**src/rtl/flght_seq_if.sv**
```systemverilog
// Inertial/command inputs and ESC speed outputs of the flight sequencer.
// Combinational bundle only: no storage, no latency.
// No backpressure: drops while busy are counted inside the sequencer.
interface flght_seq_if;
    logic               vld;
    logic               inertial_cal;
    logic signed [15:0] d_ptch;
    logic signed [15:0] d_roll;
    logic signed [15:0] d_yaw;
    logic signed [15:0] ptch;
    logic signed [15:0] roll;
    logic signed [15:0] yaw;
    logic        [8:0]  thrst;
    logic               busy;
    logic               spd_vld;
    logic        [10:0] frnt_spd;
    logic        [10:0] bck_spd;
    logic        [10:0] lft_spd;
    logic        [10:0] rght_spd;
    logic        [7:0]  ovr_cnt;

    // Source side: the inertial front end / command config
    modport master (
        output vld, inertial_cal, d_ptch, d_roll, d_yaw, ptch, roll, yaw, thrst,
        input  busy, spd_vld, frnt_spd, bck_spd, lft_spd, rght_spd, ovr_cnt
    );

    // Sequencer side
    modport slave (
        input  vld, inertial_cal, d_ptch, d_roll, d_yaw, ptch, roll, yaw, thrst,
        output busy, spd_vld, frnt_spd, bck_spd, lft_spd, rght_spd, ovr_cnt
    );
endinterface

```
**src/rtl/flght_seq.sv**
```systemverilog
// Shared P/D datapath stepped over pitch/roll/yaw, then mixed into four motor speeds.
// Latency: accept at t, speeds and spd_vld visible at t+5; one reading per 5 cycles.
// No stall: vld seen while busy is dropped and counted in a saturating ovr_cnt.
module flght_seq #(
    parameter int          D_DEPTH       = 14,
    parameter int          D_COEFF       = 7,
    parameter logic [10:0] CAL_SPEED     = 11'h1B0,
    parameter logic [12:0] MIN_RUN_SPEED = 13'h200
) (
    input  logic         clk,
    input  logic         rst_n,
    flght_seq_if.slave   bus
);

    localparam int PW = (D_DEPTH > 1) ? $clog2(D_DEPTH) : 1;
    localparam logic [PW-1:0]      WPTR_LAST = PW'(D_DEPTH - 1);
    localparam logic signed [11:0] COEF      = 12'(D_COEFF);
    localparam logic signed [16:0] ERR_HI    = 17'sd511;
    localparam logic signed [16:0] ERR_LO    = -17'sd512;
    localparam logic signed [9:0]  DD_HI     = 10'sd31;
    localparam logic signed [9:0]  DD_LO     = -10'sd32;

    typedef enum logic [2:0] {IDLE, PTCH, ROLL, YAW, MIX} state_t;

    state_t             state;
    logic               busy_r;
    logic               spd_vld_r;
    logic        [10:0] frnt_r, bck_r, lft_r, rght_r;
    logic        [7:0]  ovr_r;
    logic        [PW-1:0] wptr;

    // Captured reading
    logic signed [15:0] dp_q, dr_q, dy_q, ap_q, ar_q, ay_q;
    logic        [8:0]  thr_q;

    // Per-axis error history for the derivative term
    logic signed [9:0]  q_ptch [D_DEPTH];
    logic signed [9:0]  q_roll [D_DEPTH];
    logic signed [9:0]  q_yaw  [D_DEPTH];

    // Per-axis P/D results
    logic signed [9:0]  pt_p, pt_r, pt_y;
    logic signed [11:0] dt_p, dt_r, dt_y;

    // Shared datapath signals
    logic signed [15:0] act, des;
    logic signed [9:0]  old;
    logic signed [16:0] err;
    logic signed [9:0]  err_sat;
    logic signed [9:0]  pterm;
    logic signed [9:0]  d_diff;
    logic signed [5:0]  d_sat;
    logic signed [11:0] dterm;

    // Mixer signals
    logic signed [12:0] s_base, t_p, t_r, t_y;
    logic signed [12:0] frnt_sum, bck_sum, lft_sum, rght_sum;

    function automatic logic [10:0] sat11(input logic signed [12:0] v);
        if (v < 13'sd0)
            return 11'd0;
        else if (v > 13'sd2047)
            return 11'h7FF;
        else
            return v[10:0];
    endfunction

    // Shared axis step: pick the axis for this state, then error/saturate/P/D
    always_comb begin
        act = '0;
        des = '0;
        old = '0;
        case (state)
            PTCH: begin act = ap_q; des = dp_q; old = q_ptch[wptr]; end
            ROLL: begin act = ar_q; des = dr_q; old = q_roll[wptr]; end
            YAW:  begin act = ay_q; des = dy_q; old = q_yaw[wptr];  end
            default: ;
        endcase

        err = {act[15], act} - {des[15], des};
        if (err > ERR_HI)
            err_sat = 10'sd511;
        else if (err < ERR_LO)
            err_sat = -10'sd512;
        else
            err_sat = err[9:0];

        pterm  = (err_sat >>> 1) + (err_sat >>> 3);
        d_diff = err_sat - old;

        if (d_diff > DD_HI)
            d_sat = 6'sd31;
        else if (d_diff < DD_LO)
            d_sat = -6'sd32;
        else
            d_sat = d_diff[5:0];

        dterm = $signed({{6{d_sat[5]}}, d_sat}) * COEF;
    end

    // Motor mix of the three axis results around the thrust-based operating point
    always_comb begin
        s_base   = $signed(MIN_RUN_SPEED + {4'b0, thr_q});
        t_p      = $signed({{3{pt_p[9]}}, pt_p}) + $signed({dt_p[11], dt_p});
        t_r      = $signed({{3{pt_r[9]}}, pt_r}) + $signed({dt_r[11], dt_r});
        t_y      = $signed({{3{pt_y[9]}}, pt_y}) + $signed({dt_y[11], dt_y});
        frnt_sum = s_base - t_p - t_y;
        bck_sum  = s_base + t_p - t_y;
        lft_sum  = s_base - t_r + t_y;
        rght_sum = s_base + t_r + t_y;
    end

    // Sequencer FSM with registered outputs, history queues and drop counter
    always_ff @(posedge clk) begin
        if (!rst_n) begin
            state     <= IDLE;
            busy_r    <= 1'b0;
            spd_vld_r <= 1'b0;
            frnt_r    <= '0;
            bck_r     <= '0;
            lft_r     <= '0;
            rght_r    <= '0;
            ovr_r     <= '0;
            wptr      <= '0;
            dp_q      <= '0;
            dr_q      <= '0;
            dy_q      <= '0;
            ap_q      <= '0;
            ar_q      <= '0;
            ay_q      <= '0;
            thr_q     <= '0;
            pt_p      <= '0;
            pt_r      <= '0;
            pt_y      <= '0;
            dt_p      <= '0;
            dt_r      <= '0;
            dt_y      <= '0;
            for (int i = 0; i < D_DEPTH; i++) begin
                q_ptch[i] <= '0;
                q_roll[i] <= '0;
                q_yaw[i]  <= '0;
            end
        end else begin
            spd_vld_r <= 1'b0;

            if (state != IDLE && bus.vld && ovr_r != 8'hFF)
                ovr_r <= ovr_r + 8'd1;

            case (state)
                IDLE: begin
                    if (bus.vld) begin
                        dp_q   <= bus.d_ptch;
                        dr_q   <= bus.d_roll;
                        dy_q   <= bus.d_yaw;
                        ap_q   <= bus.ptch;
                        ar_q   <= bus.roll;
                        ay_q   <= bus.yaw;
                        thr_q  <= bus.thrst;
                        busy_r <= 1'b1;
                        state  <= PTCH;
                    end
                end
                PTCH: begin
                    q_ptch[wptr] <= err_sat;
                    pt_p         <= pterm;
                    dt_p         <= dterm;
                    state        <= ROLL;
                end
                ROLL: begin
                    q_roll[wptr] <= err_sat;
                    pt_r         <= pterm;
                    dt_r         <= dterm;
                    state        <= YAW;
                end
                YAW: begin
                    q_yaw[wptr] <= err_sat;
                    pt_y        <= pterm;
                    dt_y        <= dterm;
                    wptr        <= (wptr == WPTR_LAST) ? '0 : wptr + 1'b1;
                    state       <= MIX;
                end
                MIX: begin
                    frnt_r    <= sat11(frnt_sum);
                    bck_r     <= sat11(bck_sum);
                    lft_r     <= sat11(lft_sum);
                    rght_r    <= sat11(rght_sum);
                    spd_vld_r <= 1'b1;
                    busy_r    <= 1'b0;
                    state     <= IDLE;
                end
                default: begin
                    busy_r <= 1'b0;
                    state  <= IDLE;
                end
            endcase

            // Calibration overrides any mixed result, including the MIX cycle
            if (bus.inertial_cal) begin
                frnt_r <= CAL_SPEED;
                bck_r  <= CAL_SPEED;
                lft_r  <= CAL_SPEED;
                rght_r <= CAL_SPEED;
            end
        end
    end

    assign bus.busy     = busy_r;
    assign bus.spd_vld  = spd_vld_r;
    assign bus.frnt_spd = frnt_r;
    assign bus.bck_spd  = bck_r;
    assign bus.lft_spd  = lft_r;
    assign bus.rght_spd = rght_r;
    assign bus.ovr_cnt  = ovr_r;

endmodule

```
**src/flat_wrapper.sv**
```systemverilog
// flat-port wrapper written by rule: the top's interface ports become plain ports
module flght_seq_flat 
#(
    parameter int          D_DEPTH       = 14,
    parameter int          D_COEFF       = 7,
    parameter logic [10:0] CAL_SPEED     = 11'h1B0,
    parameter logic [12:0] MIN_RUN_SPEED = 13'h200
)
  (clk, rst_n, bus_vld, bus_inertial_cal, bus_d_ptch, bus_d_roll, bus_d_yaw, bus_ptch, bus_roll, bus_yaw, bus_thrst, bus_busy, bus_spd_vld, bus_frnt_spd, bus_bck_spd, bus_lft_spd, bus_rght_spd, bus_ovr_cnt);
  flght_seq_if bus_i ();
  input  logic clk;
  input  logic rst_n;
  input wire logic [$bits(bus_i.vld)-1:0] bus_vld;
  input wire logic [$bits(bus_i.inertial_cal)-1:0] bus_inertial_cal;
  input wire logic [$bits(bus_i.d_ptch)-1:0] bus_d_ptch;
  input wire logic [$bits(bus_i.d_roll)-1:0] bus_d_roll;
  input wire logic [$bits(bus_i.d_yaw)-1:0] bus_d_yaw;
  input wire logic [$bits(bus_i.ptch)-1:0] bus_ptch;
  input wire logic [$bits(bus_i.roll)-1:0] bus_roll;
  input wire logic [$bits(bus_i.yaw)-1:0] bus_yaw;
  input wire logic [$bits(bus_i.thrst)-1:0] bus_thrst;
  output wire logic [$bits(bus_i.busy)-1:0] bus_busy;
  output wire logic [$bits(bus_i.spd_vld)-1:0] bus_spd_vld;
  output wire logic [$bits(bus_i.frnt_spd)-1:0] bus_frnt_spd;
  output wire logic [$bits(bus_i.bck_spd)-1:0] bus_bck_spd;
  output wire logic [$bits(bus_i.lft_spd)-1:0] bus_lft_spd;
  output wire logic [$bits(bus_i.rght_spd)-1:0] bus_rght_spd;
  output wire logic [$bits(bus_i.ovr_cnt)-1:0] bus_ovr_cnt;
  assign bus_i.vld = bus_vld;
  assign bus_i.inertial_cal = bus_inertial_cal;
  assign bus_i.d_ptch = bus_d_ptch;
  assign bus_i.d_roll = bus_d_roll;
  assign bus_i.d_yaw = bus_d_yaw;
  assign bus_i.ptch = bus_ptch;
  assign bus_i.roll = bus_roll;
  assign bus_i.yaw = bus_yaw;
  assign bus_i.thrst = bus_thrst;
  assign bus_busy = bus_i.busy;
  assign bus_spd_vld = bus_i.spd_vld;
  assign bus_frnt_spd = bus_i.frnt_spd;
  assign bus_bck_spd = bus_i.bck_spd;
  assign bus_lft_spd = bus_i.lft_spd;
  assign bus_rght_spd = bus_i.rght_spd;
  assign bus_ovr_cnt = bus_i.ovr_cnt;
  flght_seq #(.D_DEPTH(D_DEPTH), .D_COEFF(D_COEFF), .CAL_SPEED(CAL_SPEED), .MIN_RUN_SPEED(MIN_RUN_SPEED)) u_core (.clk(clk), .rst_n(rst_n), .bus(bus_i));
endmodule
```
**config.mk**
```make
export PLATFORM = sky130hd
export DESIGN_NAME = flght_seq_flat
export DESIGN_NICKNAME = d
export VERILOG_FILES = /design/src/rtl/flght_seq_if.sv /design/src/rtl/flght_seq.sv /design/src/flat_wrapper.sv
export SDC_FILE = /design/constraint.sdc
export NUM_CORES = 1
export LEC_CHECK = 0
export CORE_MARGIN = 2
export CORE_UTILIZATION = 61
export DETAILED_ROUTE_END_ITERATION = 12
export HOLD_SLACK_MARGIN = 0.12
export PLACE_DENSITY = 0.82
export SETUP_SLACK_MARGIN = 0.5
export SYNTH_ARGS = -nofsm -noshare
export SYNTH_HDL_FRONTEND = slang
export SYNTH_SLANG_ARGS = --single-unit
```
**constraint.sdc**
```tcl
create_clock -name clk -period 10.3 [get_ports clk]
set_clock_uncertainty 0.15 [all_clocks]
set_input_delay 1.03 -clock clk [delete_from_list [all_inputs] [get_ports clk]]
set_output_delay 1.03 -clock clk [all_outputs]
set_load 0.005 [all_outputs]
```
==> results by group <==
Clock tree
  • Clk_lat worst skew: 0.65 ns
  • Deepest level of the CTS H-tree: 3
  • Root buffer selected by CTS: sky130_fd_sc_hd__clkbuf_16
  • CTS hold repair buffers: 0
  • Clock tree from TritonCTS: done
  • CTS Buf Count: 72
  • Number of sinks driven by the clock tree: 710
  • Max Root-Sink Buffers: 3
  • Clock transition time at the flip-flop clock pins of the worst setup and hold paths: 0.07 ns

Critical path
  • Most numerous cell on the critical path: sky130_fd_sc_hd__ha_1
  • Setup CP Type: reg2reg
  • Critical R2R Launch: u_core.state[1]
  • End of the worst register-to-register path: u_core.dt_y[9]
  • Number of cells traversed by the worst register-to-register path: 41
  • Worst EP required: 10.71 ns
  • Reg-to-reg slack, setup: 1.05 ns
  • Worst-path cell with the longest stage delay: sky130_fd_sc_hd__fa_1
  • Worst endpoint data arrival time: 9.66 ns
  • Top fanout value on the critical path: 34
  • Endpoint type of the worst setup path: flop
  • Crit path launch type: flop
  • Peak per-stage delay on the critical path: 0.49 ns

Die
  • Core region area: 57920 um2
  • Cell Rows: 88
  • Die boundary height: 246.5 um
  • Floorplan die width: 246.5 um
  • Total Die Area: 60750 um2
  • Initial Util: 0.6192
  • Count of boundary I/O pins: 163

Logic synthesis
  • Largest cells by area after synthesis: sky130_fd_sc_hd__edfxtp_1 40%, sky130_fd_sc_hd__dfxtp_1 13%, sky130_fd_sc_hd__mux4_2 8.8%
  • Number of enable flip-flop cells after synthesis: 480
  • Commonest cells in the netlist: 538 x sky130_fd_sc_hd__nor2_1, 480 x sky130_fd_sc_hd__edfxtp_1, 471 x sky130_fd_sc_hd__nand2_1
  • YS warnings: 0
  • Synth cell types: 73
  • Number of cells produced by synthesis: 3274
  • Cell accounting for the most synthesized area: sky130_fd_sc_hd__edfxtp_1
  • Post-synthesis net count: 3566
  • Most frequently used flop master after synthesis: sky130_fd_sc_hd__edfxtp_1
  • Flop and latch count out of synthesis: 710
  • Syn_area_per_cell: 10.95 um2
  • Sequential cell area fraction in the yosys report: 0.5303
  • Post-Syn Area: 35860 um2
  • Share of synthesized flip-flops with an asynchronous set or reset: 0
  • Library cell with the highest instance count after synthesis: sky130_fd_sc_hd__nor2_1
  • Area share of the leading cell type in the synthesized netlist: 0.4019

Routing
  • Count of routing violations after the opening detailed-route iteration: 3090
  • Drt first pass iters: 6
  • Topmost layer with routed signal wires: met5
  • Antenna violation net count after detailed routing: 0
  • WL met3: 9.431 mm
  • WL/cell: 22.99 um
  • Aggregate routed wire length: 96.10 mm
  • Routed via count divided by cell count: 6.266
  • Met2 routed WL: 47.57 mm
  • Post-route DRC: 0
  • Vias: 26190
  • Routed length on met1: 33.76 mm

Run
  • Max Cap Violations: 0

Finish
  • Post-Layout Cell Count: 4180
  • Number of antenna diodes: 0
  • Area growth syn-to-layout: 12.94%
  • Fill count: 3977
  • # nets final: 3650
  • Layout cell share with drive strength beyond 1: 0.1157

Global routing
  • Total routing resource utilization after global routing: 0.3159
  • GRT Residual Overflow: 0
  • Wire length of the first global-routing pass: 146.0 mm
  • Vias in the first global route: 26270
  • Number of antenna violations at the first check in global routing: 3
  • Maximum number of pins on one net before global-route repair: 107

STA
  • Final hold vios: 0
  • Final count of pins violating max slew: 0
  • RSZ-0062 raised after global routing: no
  • Final total negative setup slack: 0 ns
  • Final Cycle Share: 0.8981
  • Worst max-slew margin expressed relative to the limit: 0.05050
  • Number of setup violations in the final report: 0
  • Peak Freq: 108.1 MHz
  • Pin slew with the least headroom to its limit: 1.413 ns
  • Minimum clock period after layout: 9.250 ns

Hold path
  • Worst min-delay path category: reg2reg
  • Instance count along the most critical hold path: 2
  • End of the worst hold path: u_core.bus.lft_spd[3]
  • Hold wc startpoint: u_core.bus.lft_spd[3]

Pwr
  • Power density cells: 303.8 nW/um2
  • Leakage power figure: 0.01555 uW
  • Worst supply voltage drop on vdd: 0.0005922 V

Placement
  • Number of port buffers: 162
  • Total half-perimeter wirelength after legalization and detailed placement: 64.38 mm
  • Final weighted congestion in routability-driven placement: 0.9028
  • # placed instances: 4047

Status
  • Run status: finished clean
[metal layers]
layer	global-route usage	up-vias
met1	0.3883	12610
met2	0.5305	1578
met3	0.05980	361
met5	0	-
met4	0.1692	6
li1	-	11640
[power breakdown]
group	switching, uW	internal, uW	total [uW]
combinational	3940	2400	6340
sequential	82.1	3240	3320
clock	1150	1490	2640
total	5180	7130	12300
[final cells by class]
class                      instances  area, um2  area share
clock buffer                      96       2002     0.04943
clock inverter                    35      374.1    0.009237
inverter                         175      661.9     0.01634
multi-input combinational       2190      15450      0.3815
sequential                       710      19030      0.4699
tap                              765      957.2     0.02363
timing repair buffer             209       2024     0.04998
[worst max path at each step]
stage	startpoint	to	slack (ns)
after floorplan	u_core.state[0]	u_core.dt_r[9]	1.20
after global placement	u_core.state[0]	u_core.dt_r[9]	0.75
after detailed placement	u_core.state[0]	u_core.dt_y[9]	0.18
after CTS	u_core.state[0]	u_core.dt_y[9]	0.53
after global routing	u_core.state[1]	u_core.dt_y[9]	0.54
final	u_core.state[1]	u_core.dt_y[9]	1.05
[placed cells by master, fill, tap and decap left out, types with 34 or more instances in the layout]
cell type                         instances
sky130_fd_sc_hd__o21ai_0                 65
sky130_fd_sc_hd__ha_1                   136
sky130_fd_sc_hd__o21bai_1                39
sky130_fd_sc_hd__xor2_1                  34
sky130_fd_sc_hd__buf_4                   41
sky130_fd_sc_hd__nor2_1                 533
sky130_fd_sc_hd__edfxtp_1               480
sky130_fd_sc_hd__nand3_1                 63
sky130_fd_sc_hd__xnor2_1                 62
sky130_fd_sc_hd__inv_1                  171
sky130_fd_sc_hd__a21oi_1                282
sky130_fd_sc_hd__dfxtp_1                225
sky130_fd_sc_hd__mux4_2                 140
sky130_fd_sc_hd__nand2_1                470
sky130_fd_sc_hd__mux2_2                  41
sky130_fd_sc_hd__clkbuf_16               72
sky130_fd_sc_hd__fa_1                    47
sky130_fd_sc_hd__clkdlybuf4s50_1        161
[what timing repair did]
action                                  in CTS  in global routing
buffers inserted                             0                  2
gates cloned                                 0                  0
endpoints found under the setup margin       6                 18
pin swaps                                    0                  1
resized for setup                            3                 25
[stage by stage]
stage	setup slack, ns	area [um2]	util	hold WS, ns	total power [uW]
floorplan	1.198	35860	-	0.2829	7989
global route	0.5423	40500	0.6993	0.3224	13040
CTS	0.5260	40400	0.6976	0.3036	12120
global placement	0.7456	38010	0.6564	0.2876	9258
finish	1.050	40500	0.6993	0.3024	12310
detailed placement	0.1848	38010	0.6564	0.2959	9452
[critical path: cells and delay by family, from the launching register on]
kind                       cells  cell delay [ns]
DFF                            1             0.34
AOI/OAI and AO/OA             17             3.94
adders and majority gates      6             1.90
buffers and inverters          4             0.90
and+or+nand+nor               11             1.40
xor gates and xnor gates       3             0.53
[cell families after synthesis]
logic type,count (synthesis),share of synthesized area
buffers and inverters,374,0.04288
AOI/OAI and AO/OA,527,0.08701
and+or+nand+nor,1185,0.1348
muxes,197,0.1063
xor gates and xnor gates,98,0.02498
DFF,710,0.5303
adders and majority gates,183,0.07369
[state kept, by name, indices dropped and copies added, names as in the netlist, 16 cells and up, named ones only]
register       flops
u_core.dr_q       16
u_core.ap_q       16
u_core.q_ptch    160
u_core.q_roll    160
u_core.dy_q       16
u_core.ar_q       16
u_core.ay_q       16
u_core.dp_q       16
u_core.q_yaw     160
Note: power is estimated with default switching activity, not from simulation.
